## src/rtl/renkon_pkg.sv

```systemverilog
// Shared renkon types and sizing: field widths, default layer-table depth and
// the per-layer configuration record held in the scheduler's table.
package renkon_pkg;

    localparam int unsigned LWIDTH           = 16;
    localparam int unsigned IMGSIZE          = 16;
    localparam int unsigned RENKON_LAYER_MAX = 8;

    typedef struct packed {
        logic [LWIDTH-1:0]  total_out;
        logic [LWIDTH-1:0]  total_in;
        logic [LWIDTH-1:0]  img_size;
        logic [LWIDTH-1:0]  fil_size;
        logic [IMGSIZE-1:0] in_offset;
        logic [IMGSIZE-1:0] out_offset;
    } layer_cfg_t;

endpackage

```

## src/rtl/renkon_layer_table.sv

```systemverilog
// Layer configuration register file: one synchronous write port, one
// combinational read port. Not reset; entries are undefined until written.
module renkon_layer_table
    import renkon_pkg::*;
#(
    parameter int unsigned LAYER_MAX = RENKON_LAYER_MAX,
    parameter int unsigned LAYERLOG  = 3
) (
    input  logic                clk,
    input  logic                we_i,
    input  logic [LAYERLOG-1:0] waddr_i,
    input  layer_cfg_t          wdata_i,
    input  logic [LAYERLOG-1:0] raddr_i,
    output layer_cfg_t          rdata_o
);

    layer_cfg_t mem_q [LAYER_MAX];

    always_ff @(posedge clk) begin
        if (we_i) begin
            mem_q[waddr_i] <= wdata_i;
        end
    end

    assign rdata_o = mem_q[raddr_i];

endmodule

```

## src/rtl/renkon_layer_sched.sv

```systemverilog
// Layer sequencer: walks the layer table, issuing one request per layer to the
// core and waiting for its ack. Define RENKON_SCHED_CHAIN_EN to chain offsets.
module renkon_layer_sched
    import renkon_pkg::*;
#(
    parameter int unsigned LAYER_MAX = RENKON_LAYER_MAX,
    parameter int unsigned LAYERLOG  = 3
) (
    input  logic                clk,
    input  logic                rst,
    input  logic                cfg_we,
    input  logic [LAYERLOG-1:0] cfg_addr,
    input  logic [LWIDTH-1:0]   cfg_total_out,
    input  logic [LWIDTH-1:0]   cfg_total_in,
    input  logic [LWIDTH-1:0]   cfg_img_size,
    input  logic [LWIDTH-1:0]   cfg_fil_size,
    input  logic [IMGSIZE-1:0]  cfg_in_offset,
    input  logic [IMGSIZE-1:0]  cfg_out_offset,
    input  logic                start,
    input  logic [LAYERLOG:0]   num_layers,
    input  logic                abort,
    output logic                req,
    output logic [LWIDTH-1:0]   total_out,
    output logic [LWIDTH-1:0]   total_in,
    output logic [LWIDTH-1:0]   img_size,
    output logic [LWIDTH-1:0]   fil_size,
    output logic [IMGSIZE-1:0]  in_offset,
    output logic [IMGSIZE-1:0]  out_offset,
    input  logic                ack,
    output logic                busy,
    output logic                done,
    output logic [LAYERLOG-1:0] cur_layer
);

    typedef enum logic [2:0] {
        S_IDLE,
        S_ISSUE,
        S_WAIT,
        S_NEXT,
        S_DONE
    } state_t;

    state_t              state_q;
    logic [LAYERLOG:0]   cnt_q;
    logic [LAYERLOG-1:0] cur_q;
    logic                req_q;
    logic                done_q;
    logic                ack_prev_q;
    layer_cfg_t          par_q;

    layer_cfg_t          wr_cfg;
    layer_cfg_t          rd_cfg;
    layer_cfg_t          issue_cfg;
    logic [LAYERLOG-1:0] rd_addr;
    logic [LAYERLOG:0]   nxt_idx;
    logic [LAYERLOG:0]   num_sat;
    logic                ack_rise;

    assign wr_cfg = '{total_out:  cfg_total_out,
                      total_in:   cfg_total_in,
                      img_size:   cfg_img_size,
                      fil_size:   cfg_fil_size,
                      in_offset:  cfg_in_offset,
                      out_offset: cfg_out_offset};

    renkon_layer_table #(
        .LAYER_MAX (LAYER_MAX),
        .LAYERLOG  (LAYERLOG)
    ) u_table (
        .clk     (clk),
        .we_i    (cfg_we),
        .waddr_i (cfg_addr),
        .wdata_i (wr_cfg),
        .raddr_i (rd_addr),
        .rdata_o (rd_cfg)
    );

    assign nxt_idx  = {1'b0, cur_q} + (LAYERLOG+1)'(1);
    assign num_sat  = (num_layers > (LAYERLOG+1)'(LAYER_MAX)) ? (LAYERLOG+1)'(LAYER_MAX) : num_layers;
    assign rd_addr  = (state_q == S_NEXT) ? nxt_idx[LAYERLOG-1:0] : '0;
    // A held-high ack completes only one layer: act on its rising edge.
    assign ack_rise = ack && !ack_prev_q;

    always_comb begin
        issue_cfg = rd_cfg;
`ifdef RENKON_SCHED_CHAIN_EN
        if (state_q == S_NEXT) begin
            issue_cfg.in_offset = par_q.out_offset;
        end
`endif
    end

    // Parameters and req are registered on the edge entering S_ISSUE, so they
    // are visible during the S_ISSUE cycle itself.
    always_ff @(posedge clk or posedge rst) begin
        if (rst) begin
            state_q    <= S_IDLE;
            cnt_q      <= '0;
            cur_q      <= '0;
            req_q      <= 1'b0;
            done_q     <= 1'b0;
            ack_prev_q <= 1'b0;
            par_q      <= '0;
        end else begin
            req_q      <= 1'b0;
            done_q     <= 1'b0;
            ack_prev_q <= ack;
            if (abort) begin
                state_q <= S_IDLE;
            end else begin
                case (state_q)
                    S_IDLE: begin
                        if (start) begin
                            cnt_q <= num_sat;
                            cur_q <= '0;
                            if (num_sat != '0) begin
                                state_q <= S_ISSUE;
                                req_q   <= 1'b1;
                                par_q   <= issue_cfg;
                            end else begin
                                state_q <= S_NEXT;
                            end
                        end
                    end
                    S_ISSUE: state_q <= S_WAIT;
                    S_WAIT: begin
                        if (ack_rise) begin
                            state_q <= S_NEXT;
                        end
                    end
                    S_NEXT: begin
                        if (nxt_idx < cnt_q) begin
                            cur_q   <= nxt_idx[LAYERLOG-1:0];
                            state_q <= S_ISSUE;
                            req_q   <= 1'b1;
                            par_q   <= issue_cfg;
                        end else begin
                            state_q <= S_DONE;
                            done_q  <= 1'b1;
                        end
                    end
                    S_DONE:  state_q <= S_IDLE;
                    default: state_q <= S_IDLE;
                endcase
            end
        end
    end

    assign req        = req_q;
    assign done       = done_q;
    assign busy       = (state_q != S_IDLE);
    assign cur_layer  = cur_q;
    assign total_out  = par_q.total_out;
    assign total_in   = par_q.total_in;
    assign img_size   = par_q.img_size;
    assign fil_size   = par_q.fil_size;
    assign in_offset  = par_q.in_offset;
    assign out_offset = par_q.out_offset;

endmodule

```

## config.mk

```make
export PLATFORM = sky130hd
export DESIGN_NAME = renkon_layer_sched
export DESIGN_NICKNAME = d
export VERILOG_FILES = /design/src/rtl/renkon_pkg.sv /design/src/rtl/renkon_layer_table.sv /design/src/rtl/renkon_layer_sched.sv
export SDC_FILE = /design/constraint.sdc
export NUM_CORES = 1
export LEC_CHECK = 0
export BUFFER_PORTS_ARGS = -buffer_cell sky130_fd_sc_hd__clkbuf_2
export CAP_MARGIN = 20
export CORE_MARGIN = 2
export CORE_UTILIZATION = 41
export DETAILED_ROUTE_END_ITERATION = 8
export PLACE_DENSITY = 0.57
export SYNTH_ARGS = -nofsm -noshare
export SYNTH_HDL_FRONTEND = slang
export SYNTH_SLANG_ARGS = --single-unit
```

## constraint.sdc

```tcl
create_clock -name clk -period 4.65 [get_ports clk]
set_clock_uncertainty 0.15 [all_clocks]
set_input_delay 0.6975 -clock clk [delete_from_list [all_inputs] [get_ports clk]]
set_output_delay 0.6975 -clock clk [all_outputs]
set_load 0.02 [all_outputs]
```

---- Yosys cells after proc, flatten, opt, wreduce, memory -nomap -nowiden ----
Memories as Yosys holds them, arrays and structs flattened.
Index checks and enable logic that the tools add are counted.
cells by class
  add/sub/neg operators ................... 1
  order comparisons ....................... 2
  eq/ne operators ......................... 8
  multiplexer cells ....................... 25
  bitwise gates (word level) .............. 1
  reductions and logical operators ........ 10
operators with widths
  kind                                                  count
  two-way mux 96 bit                                    3
  one-hot mux 96 bit (2 select lines)                   1
  two-way mux 3 bit                                     7
  one-hot mux 3 bit (4 select lines)                    1
  two-way mux 1 bit                                     9
  equality test 3 x 2 -> 1 bit, second input constant   2
  != test 3 bit, second input constant                  2
  one-hot mux 3 bit (2 select lines)                    1
  AND reduction 5 bit                                   1
  adder 3 x 1 -> 4 bit, second input constant           1
  greater-than comparator 4 bit, second input constant  1
  less-than comparator 4 bit                            1
  two-way mux 4 bit                                     1
  != test 2 bit, second input constant                  2
  AND reduction 4 bit                                   1
  nonzero test 4 bit                                    1
  equality test 3 x 1 -> 1 bit, second input constant   1
  logical NOT 3 bit                                     1
  AND reduction 3 bit                                   1
  nonzero test 3 bit                                    1
  two-way mux 2 bit                                     1
  != test 2 x 1 -> 1 bit, second input constant         1
  one-hot mux 1 bit (2 select lines)                    1
  AND reduction 2 bit                                   1
  4 further kinds                                       4
storage, ports and cells
  register bits ........................... 109
  memory bits (writable) .................. 768
  output and inout port bits .............. 102
  word-level logic and storage cells ...... 60
  memories kept ........................... 1
memory list
  memory         words  bits a word  rd ports  clocked after memory_dff  wr ports  line                      RTL
  u_table.mem_q  8      96           1         0                         1         renkon_layer_table.sv:17  layer_cfg_t mem_q [LAYER_MAX];

---- Longest topological paths before layout ----
  depth after elaboration ................. 7
  depth in mapped cells ................... 13
  mapped depth without buffers ............ 7

---- Modules after synthesis ----
From an unflattened synthesis, not the netlist that was laid out.
unflattened totals
  cells, all modules ...................... 1,399
  area, all modules ....................... 33,155.5 um^2
modules (own cells, without submodules)
  module              times used  cells an instance  area each (um^2)  sequential area each (um^2)
  renkon_layer_table  1           1,123              28,884.0          23,062.1
  renkon_layer_sched  1           276                4,271.6           2,727.6

---- Worst setup path before layout ----
Ideal clock, no wire load.
  path kind ............................... input to register
  start ................................... in cfg_addr[2]
  end ..................................... mem u_table.mem_q[0][0] (netlist name) (enable)
  setup time .............................. 670 ps
  data arrival time ....................... 7,372 ps
  data required time ...................... 3,830 ps
  slack ................................... -3,542 ps
  stages on the path ...................... 2
  path buffers ............................ 0
  cells stage by stage .................... nand2b_1 -> nor3_1
RTL lines
  element             line                      RTL
  start: declaration  renkon_layer_sched.sv:12  input logic [LAYERLOG-1:0] cfg_addr,
  end: declaration    renkon_layer_table.sv:17
Straight into the memory's write port.

---- Worst setup path in the final report ----
  start ................................... reg cur_q[0], in the netlist cur_layer[0]
  end ..................................... reg par_q (netlist bit img_size[2])
on the way
  longest elaborated chain between the ends .. 6
  elaborated cells between the ends (all ways) .. 10
ends and longest elaborated chain
  element                              line                       RTL
  start: declaration                   renkon_layer_sched.sv:45   logic [LAYERLOG-1:0] cur_q;
  start signal: assignment             renkon_layer_sched.sv:133  cur_q <= nxt_idx[LAYERLOG-1:0];
  adder 3 x 1 -> 4 bit *               renkon_layer_sched.sv:78   assign nxt_idx = {1'b0, cur_q} + (LAYERLOG+1)'(1);
  two-way mux 3 bit                    renkon_layer_sched.sv:80   assign rd_addr = (state_q == S_NEXT) ? nxt_idx[LAYERLOG-1:0] : '0;
  memory (8 x 96 bit)                  -
  two-way mux 96 bit                   renkon_layer_sched.sv:116  if (num_sat != '0) begin
  two-way mux 96 bit                   renkon_layer_sched.sv:113  if (start) begin
  one-hot mux 96 bit (2 select lines)  renkon_layer_sched.sv:111  case (state_q)
  end signal: assignment               renkon_layer_sched.sv:119  par_q <= issue_cfg;
  end signal: assignment               renkon_layer_sched.sv:136  par_q <= issue_cfg;
  end: declaration                     renkon_layer_sched.sv:49   layer_cfg_t par_q;
Mark *: on every way between the ends. The rest lies on a longest branch, timed or not. The select of a mux whose other input is x is not followed.
A chain may end at the register's enable or synchronous reset.

==> metrics <==
GR Overflow Total 0; row count about 100; final setup fails 0; R2R Path Start cur_layer[0]; static leakage about 13 nW; Layout Nets between 2,000 and 2,500; Worst path max stage delay between 800 and 900 ps; setup ws final approximately 1300 ps; layout cells sized above 1 0.169; Clock Tree Buf Depth 3; Max Fanout on Critical Path 51; Yosys top cell area share 0.690; Non-Filler Instances approximately 3,500; Synth Cell Area about 33,000 um2; WS Path Type reg -> reg; Final Max Tran Viols 0; worst setup path start cur_layer[0]; clock latency at the later pin of the worst-skew pair 630 ps; Slowest-stage cell, CP dfrtp_4; EDFF count, synth ~770; CP Cell Sequence ha_1, ha_1, a21boi_0, o211ai_1, nand2_1, a21oi_4, buf_12, mux2i_1; RePlAce Congestion ~0.8; clk slew on worst S/H paths 50 ps; CTS H-tree depth 3; worst min path class in -> reg; Fin. Hold Viols 0; I/O Pins between 200 and 250; Overall Global Routing Usage 0.190; Startpoint Class flip-flop; via count 19,200; Detail Route Antenna Nets 0; Rel. slew slack 0.261; final WL approximately 80,000 um; syn_nets approximately 2,300; initial antenna violation count 14; Worst-Margin Slew approximately 1100 ps; wire length per cell approximately 23 um; Synth Flop Type edfxtp_1; hold slack 63.2 ps; Peak VDD IR 0.304 mV; 1st-iter DRT viols between 1,500 and 2,000; vias in the first global route ~19,000; async set-reset flop share out of synthesis 0.124; largest cells by area after synthesis edfxtp_1 (69%), dfrtp_1 (8.2%), mux2i_1 (5.7%); PwrDens between 400 and 500 nW/um2; top-count cell post-synth edfxtp_1; min cycle time layout about 3400 ps; max frequency approximately 0.30 GHz; synth unique cells 32; RSZ-0062 raised after global routing false; CTS Buf Count 92; I/O Buffers 210; Seq/Total Area, Yosys 0.771; most used cell, CP ha_1; largest net degree at the start of global routing 125; Synth top cells by count edfxtp_1 (768), nand2_1 (202), o21ai_0 (195), o22ai_1 (193), mux2i_1 (192); Setup WS pre-CTS 1280 ps; FF+latch count, synth approximately 900; Synth area leader edfxtp_1; cell count after synthesis approximately 2,200; dpl cells about 3,300; P&R area growth vs syn 16.2%; Total Power about 18 mW; hold_sp ack; clk sinks about 880; Clock Root Buffer clkbuf_16; DIE HEIGHT between 200 and 300 um; placed wire-length estimate 40,500 um; crit end category flip-flop; Synth Warn # 0; Syn Area/Cell approximately 15 um2; Detailed Routing Iterations Pass 1 5; period utilization 0.725; first-pass GRT wire length around 120,000 um; die area approximately 84,000 um2; WP data required roughly 5000 ps; worst path arrival time 3750 ps; status completed; Die Wd approximately 290 um; vias per inst roughly 5.5; drc violations 0; Starting Density 0.414; CTS tree yes; Core Area ~81,000 um2; maxcap violations 0
[through the flow]
step	area [um2]	util	setup TNS (ps)
3_5_place_dp	35800	0.444	0
6_report	38900	0.482	0
5_1_grt	38900	0.482	0
3_3_place_gp	35800	0.444	0
2_1_floorplan	33500	-	-508200
4_1_cts	38900	0.482	0
[per-layer routing]
layer  part of all wire  GRT usage
met2               0.47      0.306
met1               0.45      0.263
met4              0.021     0.0536
met3              0.061     0.0396
met5             0.0016          0
[layout by cell type, fill, tap and decap left out, drive strengths merged]
master / n
a211oi: 3
a21boi: 1
a21oi: 99
and3b: 1
and4b: 1
buf: 43
bufinv: 8
clkbuf: 327
clkinv: 35
clkinvlp: 7
dfrtp: 109
diode: 4
dlygate4sd3: 1
edfxtp: 768
ha: 4
inv: 106
mux2: 1
mux2i: 192
nand2: 202
nand2b: 7
nand3: 1
nand4bb: 1
nor2: 10
nor3: 3
nor4bb: 1
o211ai: 1
o21ai: 195
o221ai: 96
o22ai: 193
o31a: 1
o32ai: 3
or3: 2
or4: 2
xor2: 2
[timing repair]
action / 4_1_cts / 5_1_grt
hold endpoints to repair: 12 / 0
hold buffers: 1 / 0
setup endpoints to repair: 0 / 0
resized for setup: 0 / 0
buffers inserted: 0 / 0
[worst max-delay path, delay by kind of cell (launching register included)]
family | cells | cell delay (ps)
flip-flops | 1 | 880
AND/OR/NAND/NOR | 1 | 150
buffers and inverters | 1 | 390
AO/OA/AOI/OAI | 3 | 620
adder cells (fa/ha/maj) | 2 | 740
multiplexers | 1 | 250
[cells by family after synthesis]
| kind of cell | after synthesis | share of synthesized area |
|---|---|---|
| AO/OA/AOI/OAI | 592 | 0.107 |
| AND/OR/NAND/NOR | 231 | 0.0277 |
| adder cells (fa/ha/maj) | 4 | 0.00150 |
| XOR/XNOR | 2 | 0.000524 |
| buffers and inverters | 259 | 0.0338 |
| flip-flops | 877 | 0.771 |
| multiplexers | 193 | 0.0578 |
[final cells by class]
class | count | area [um2]
Clock buffer | 117 | 2530
Clock inverter | 52 | 470
Antenna cell | 4 | 10.0
Timing Repair Buffer | 254 | 1680
Sequential cell | 877 | 25800
Fill cell | 6905 | 41800
Inverter | 104 | 395
Tap cell | 1060 | 1330
Multi-Input combinational cell | 1022 | 6660
[sequential cells by signal (all words and copies together) (netlist names)]
signal	count
ack_prev_q	1
cnt_q	4
cur_layer	3
done	1
fil_size	16
img_size	16
in_offset	16
out_offset	16
req	1
state_q	3
total_in	16
total_out	16
u_table.mem_q	768
[power by group]
group | internal (mW) | switching (mW)
registers | 9.13 | 0.327
clock network | 4.28 | 2.91
logic | 0.573 | 1.16
total | 14.0 | 4.40
[final timing paths]
path                                end  slack (ps)  cells after the start
hold / removal               ack_prev_q          60                      1
min in group asynchronous   fil_size[8]         550                      3
hold reg to reg                cnt_q[3]         360                      1
max in group asynchronous  in_offset[5]        2770                      4
setup reg to reg            img_size[2]        1280                      8
setup / recovery            img_size[2]        1280                      8
Note: power is estimated with default switching activity, not from simulation.
